--- config.mk ---
export PLATFORM = sky130hd
export DESIGN_NAME = cos_seq_ctrl
export DESIGN_NICKNAME = d
export VERILOG_FILES = /design/src/rtl/cos_seq_ctrl.sv
export SDC_FILE = /design/constraint.sdc
export NUM_CORES = 2
export LEC_CHECK = 0
export CAP_MARGIN = 20
export CORE_MARGIN = 1
export CORE_UTILIZATION = 47
export DETAILED_ROUTE_END_ITERATION = 12
export HOLD_SLACK_MARGIN = 0.1
export REMOVE_ABC_BUFFERS = 1
export SYNTH_ARGS = -nofsm -noshare
export SYNTH_HDL_FRONTEND = slang
export SYNTH_SLANG_ARGS = --single-unit
--- constraint.sdc ---
create_clock -name clk -period 188.5 [get_ports clk]
set_input_delay 18.85 -clock clk [delete_from_list [all_inputs] [get_ports clk]]
set_output_delay 18.85 -clock clk [all_outputs]
set_load 0.02 [all_outputs]
--- src/rtl/cos_seq_ctrl.sv ---
// cos_seq_ctrl: multi-cycle fixed-point cosine sequencer (result x10000, signed).
// Range-reduces the angle mod 360, folds it into 0..90 with a sign, converts to
// 1e-4 rad and sums the Taylor series one term per cycle on a single shared multiplier.
// Optional feature: define COS_SEQ_SIN_EN to add the sel_sin port (sine via a 270 deg shift).
module cos_seq_ctrl #(
    parameter int N_TERMS = 5
) (
    input  logic               clk,
    input  logic               rst_n,
    input  logic               start,
    input  logic [15:0]        deg_in,
`ifdef COS_SEQ_SIN_EN
    input  logic               sel_sin,
`endif
    output logic               busy,
    output logic               done,
    output logic signed [15:0] cos_out
);

    typedef enum logic [2:0] {IDLE, RED, QUAD, RAD, SQ, TERM, OUT} state_t;

    state_t             state_q, state_d;
    logic [2:0]         cnt_q, cnt_d;
    logic               ph_q, ph_d;
    logic [15:0]        d_q, d_d;
    logic               neg_q, neg_d;
    logic [15:0]        x_q, x_d;
    logic [31:0]        prod_q, prod_d;
    logic [15:0]        x2_q, x2_d;
    logic [15:0]        term_q, term_d;
    logic signed [16:0] acc_q, acc_d;
    logic [2:0]         k_q, k_d;
    logic               busy_q, busy_d;
    logic               done_q, done_d;
    logic signed [15:0] cos_q, cos_d;
`ifdef COS_SEQ_SIN_EN
    logic               sin_q, sin_d;
`endif

    // (2k-1)(2k) * 10000 divisor for Taylor term k
    function automatic logic [31:0] term_den(input logic [2:0] k);
        case (k)
            3'd1:    term_den = 32'd20000;
            3'd2:    term_den = 32'd120000;
            3'd3:    term_den = 32'd300000;
            3'd4:    term_den = 32'd560000;
            default: term_den = 32'd900000;
        endcase
    endfunction

    // Clamp a 32-bit quotient to 16 bits; operand ranges keep it from ever clipping
    function automatic logic [15:0] sat16(input logic [31:0] v);
        sat16 = (|v[31:16]) ? 16'hFFFF : v[15:0];
    endfunction

    logic [31:0]        mul_a, mul_b, mul_p;
    logic [31:0]        rad_div, sq_div, term_div;
    logic [16:0]        red_lim;
    logic [15:0]        dq, r_val;
    logic               r_neg;
    logic signed [16:0] acc_neg;

    assign mul_p    = mul_a * mul_b;
    assign rad_div  = prod_q / 32'd1000;
    assign sq_div   = prod_q / 32'd10000;
    assign term_div = mul_p / term_den(k_q);
    assign red_lim  = 17'd360 << cnt_q;
    assign acc_neg  = -acc_q;

    // Operand select for the single shared multiplier
    always_comb begin
        mul_a = {16'd0, term_q};
        mul_b = {16'd0, x2_q};
        if (state_q == RAD) begin
            mul_a = {16'd0, x_q};
            mul_b = 32'd174533;
        end else if (state_q == SQ) begin
            mul_a = {16'd0, x_q};
            mul_b = {16'd0, x_q};
        end
    end

    // Optional sine shift then quadrant fold to r in 0..90 with result sign
    always_comb begin
        dq = d_q;
`ifdef COS_SEQ_SIN_EN
        if (sin_q) begin
            dq = d_q + 16'd270;
            if (dq >= 16'd360) dq = dq - 16'd360;
        end
`endif
        if (dq <= 16'd90) begin
            r_val = dq;             r_neg = 1'b0;
        end else if (dq <= 16'd180) begin
            r_val = 16'd180 - dq;   r_neg = 1'b1;
        end else if (dq <= 16'd270) begin
            r_val = dq - 16'd180;   r_neg = 1'b1;
        end else begin
            r_val = 16'd360 - dq;   r_neg = 1'b0;
        end
    end

    // Next-state and datapath updates for the sequencer
    always_comb begin
        state_d = state_q;
        cnt_d   = cnt_q;
        ph_d    = ph_q;
        d_d     = d_q;
        neg_d   = neg_q;
        x_d     = x_q;
        prod_d  = prod_q;
        x2_d    = x2_q;
        term_d  = term_q;
        acc_d   = acc_q;
        k_d     = k_q;
        busy_d  = busy_q;
        done_d  = 1'b0;
        cos_d   = cos_q;
`ifdef COS_SEQ_SIN_EN
        sin_d   = sin_q;
`endif
        case (state_q)
            IDLE: begin
                // done_q blocks a start presented in the done cycle
                if (start && !done_q) begin
                    d_d     = deg_in;
`ifdef COS_SEQ_SIN_EN
                    sin_d   = sel_sin;
`endif
                    cnt_d   = 3'd7;
                    busy_d  = 1'b1;
                    state_d = RED;
                end
            end
            RED: begin
                if ({1'b0, d_q} >= red_lim) d_d = d_q - red_lim[15:0];
                cnt_d = cnt_q - 3'd1;
                if (cnt_q == 3'd0) state_d = QUAD;
            end
            QUAD: begin
                x_d     = r_val;
                neg_d   = r_neg;
                ph_d    = 1'b0;
                state_d = RAD;
            end
            RAD: begin
                // phase 0 multiplies, phase 1 divides the registered product
                if (!ph_q) begin
                    prod_d = mul_p;
                    ph_d   = 1'b1;
                end else begin
                    x_d     = sat16(rad_div);
                    ph_d    = 1'b0;
                    state_d = SQ;
                end
            end
            SQ: begin
                if (!ph_q) begin
                    prod_d = mul_p;
                    ph_d   = 1'b1;
                end else begin
                    x2_d    = sat16(sq_div);
                    term_d  = 16'd10000;
                    acc_d   = 17'sd10000;
                    k_d     = 3'd1;
                    ph_d    = 1'b0;
                    state_d = TERM;
                end
            end
            TERM: begin
                term_d = sat16(term_div);
                if (k_q[0]) acc_d = acc_q - $signed({1'b0, sat16(term_div)});
                else        acc_d = acc_q + $signed({1'b0, sat16(term_div)});
                k_d = k_q + 3'd1;
                if (int'(k_q) >= N_TERMS - 1) state_d = OUT;
            end
            OUT: begin
                cos_d   = neg_q ? acc_neg[15:0] : acc_q[15:0];
                done_d  = 1'b1;
                busy_d  = 1'b0;
                state_d = IDLE;
            end
            default: state_d = IDLE;
        endcase
    end

    // State and datapath registers, all cleared by async reset
    always_ff @(posedge clk or negedge rst_n) begin
        if (!rst_n) begin
            state_q <= IDLE;
            cnt_q   <= '0;
            ph_q    <= 1'b0;
            d_q     <= '0;
            neg_q   <= 1'b0;
            x_q     <= '0;
            prod_q  <= '0;
            x2_q    <= '0;
            term_q  <= '0;
            acc_q   <= '0;
            k_q     <= '0;
            busy_q  <= 1'b0;
            done_q  <= 1'b0;
            cos_q   <= '0;
`ifdef COS_SEQ_SIN_EN
            sin_q   <= 1'b0;
`endif
        end else begin
            state_q <= state_d;
            cnt_q   <= cnt_d;
            ph_q    <= ph_d;
            d_q     <= d_d;
            neg_q   <= neg_d;
            x_q     <= x_d;
            prod_q  <= prod_d;
            x2_q    <= x2_d;
            term_q  <= term_d;
            acc_q   <= acc_d;
            k_q     <= k_d;
            busy_q  <= busy_d;
            done_q  <= done_d;
            cos_q   <= cos_d;
`ifdef COS_SEQ_SIN_EN
            sin_q   <= sin_d;
`endif
        end
    end

    assign busy    = busy_q;
    assign done    = done_q;
    assign cos_out = cos_q;

endmodule

==> summary.txt <==
Synth Warn #: 0
CTS tree: yes
Worst EP required: 188820 ps
Hold Startpoint: cos_out[8]
Largest net degree at the start of global routing: 79
Fin crit share: 43.8%
DP HPWL: 119000 um
Overall Global Routing Usage: 29.9%
CP peak stage delay: 920 ps
Most common cell after layout, fill and taps aside: nand2_1
IO Pins: 37
Top FF cell, synth: dfrtp_1
Port bufs: 36
TritonRoute pass-1 iters: 6
Core Region: 0.0949 mm^2
Final instance area: 0.0470 mm^2
Layout cells sized above 1: 6.69%
Resized Gates After CTS: 0
Hold path endpoint: cos_out[8]
Worst-Skew Late Latency: 460 ps
Antenna violations before repair: 3
First-pass GRT wire length: 237000 um
Nets: 6623
# H-tree levels: 4
Clock transition at path regs: 70 ps
RSZ-0062 raised after global routing: false
CP max FO: 45
Fin cells: 7214
Area of the die: 0.0968 mm^2
Hold buffers post-CTS: 0
Least-Margin Pin Slew: 1170 ps
Vias per cell: 6.36
Yosys cell types: 151
Initial Util: 47.3%
Drt drc: 0
Layout area overhead: 4.74%
Critical Path Source: state_q[1]
Mapped Area: 0.0449 mm^2
Worst clock skew: 16.1 ps
Status: completed
Max Freq: 0.0121 GHz
Most frequent cells in the layout: nand2_1 (618), nor2_1 (586), ha_1 (463)
DP Area: 0.0464 mm^2
R2R Path Start: state_q[1]
Worst min path class: reg -> reg
Reg-to-reg endpoint: acc_q[15]
Detailed-route wire length: 148000 um
Most used cell along the critical path: o21a_1
Vias in the first global route: 42799
Die height: 311 um
Antenna Nets Post-Route: 0
Async SR Flop Fraction: 100%
Synthesized flop and latch total: 141
Max-cap viol count: 0
Placed cell count: 7180
Max Root-Sink Buffers: 2
Final Hold Viols: 0
Routability cong.: 0.943
Worst Path Arrival: 82900 ps
EDFF count, synth: 0
Critical path class: reg -> reg
Synth top area cells: ha_1 (13%), fa_1 (9.2%), dfrtp_1 (7.9%)
Final min period: 82580 ps
# Post-CTS Setup Buffers: 0
Final setup fails: 0
DIE WIDTH: 311 um
Setup TNS: 0 ps
Yosys top cell area share: 12.9%
Worst Setup Start Kind: flop
CP max stage cell: mux2i_1
GR Overflow Total: 0
WL/cell: 20.5 um
Crit path capture type: flop
Sequential-to-total area share from yosys stat: 7.86%
Hold path depth: 2
Clk sink count: 141
Post-synthesis average cell area: 7.44 um^2
Max-slew violations: 0
Row cnt: 113
Clock root cell: clkbuf_16
Synth area leader: ha_1
R2R depth: 394
Number of DRC markers in iteration 0: 3929
Syn Inst Count: 6038
Via count: 45914
Num CTS Buffers: 17
Worst slew margin: 21.5%
Worst R2R Setup Slack: 105920 ps
-- metrics by stage --
stage | setup WS (ps) | utilization (%) | hold WS [ps]
6_report | 105920 | 49.6 | 482
5_1_grt | 99110 | 49.6 | 518
4_1_cts | 106600 | 49.6 | 488
3_5_place_dp | 106930 | 48.9 | 469
3_3_place_gp | 109180 | 48.9 | 468
2_1_floorplan | 105100 | - | 449
-- Yosys cell counts, types with 21 or more instances --
library cell / number
a211o_1: 32
a211oi_1: 65
a21o_1: 105
a21oi_1: 325
a22oi_1: 32
a31oi_1: 75
and2_1: 59
and3_1: 65
buf_2: 36
buf_4: 31
clkbuf_1: 161
dfrtp_1: 141
fa_1: 207
ha_1: 463
inv_1: 376
mux2_2: 61
mux2i_1: 89
nand2_1: 618
nand2b_1: 62
nand3_1: 146
nand4_1: 69
nor2_1: 594
nor2b_1: 42
nor3_1: 305
nor4_1: 38
o211a_1: 22
o211ai_1: 63
o21a_1: 194
o21ai_0: 300
o21ai_1: 37
o21bai_1: 23
o22ai_1: 32
o31a_1: 21
o31ai_1: 162
or2_2: 37
or3_1: 45
or4_1: 28
xnor2_1: 187
xor2_1: 82
-- cell type report --
class / count / area (um^2)
repair buffers: 134 / 1100
well taps: 1265 / 1580
fillers: 9507 / 47800
inverters: 381 / 1430
clock inverters: 11 / 153
multi-input cells: 5259 / 38800
clock buffers: 21 / 470
flip-flops and latches: 141 / 3530
diodes: 2 / 5.00
-- critical path, delay by kind of cell (launching register included) --
family / cells / cell delay, ps
buffers and inverters: 18 / 3750
adders and majority gates: 29 / 9580
muxes: 4 / 1660
DFF: 1 / 550
AOI/OAI and AO/OA: 248 / 49090
and+or+nand+nor: 92 / 16890
xor gates and xnor gates: 3 / 860
-- cell families after synthesis --
kind of cell	after synthesis	synth area share, %
adders and majority gates	690	22.6
AOI/OAI and AO/OA	1892	30.3
xor gates and xnor gates	273	5.39
buffers and inverters	638	6.01
and+or+nand+nor	2250	24.2
DFF	141	7.86
muxes	154	3.67
-- how the worst max path moves through the flow --
stage                            to  depth (start not counted)  slack [ps]
after floorplan           acc_q[15]                        370      105100
after global placement    acc_q[15]                        392      109180
after detailed placement  acc_q[15]                        395      106930
after CTS                 acc_q[15]                        395      106600
after global routing      acc_q[15]                        395       99110
final                     acc_q[15]                        394      105920
-- registers in the layout, summed over array words and instances, names as in the netlist, 16 cells and up --
name and count:
prod_q 32, x2_q 16, term_q 16, x_q 16, cos_out 16, acc_q 16
d_q 16
-- per-layer routing --
| metal | vias to the layer above | share of wire, % | track usage [%] |
|---|---|---|---|
| li1 | 22197 | - | - |
| met1 | 22107 | 46 | 41.9 |
| met2 | 1395 | 45 | 48.7 |
| met3 | 215 | 5.8 | 3.06 |
| met4 | 0 | 2.7 | 7.96 |
| met5 | - | 0 | 0 |
Power is not shown: default switching activity piles up to over one toggle a cycle in this logic, so the estimate is an artifact.
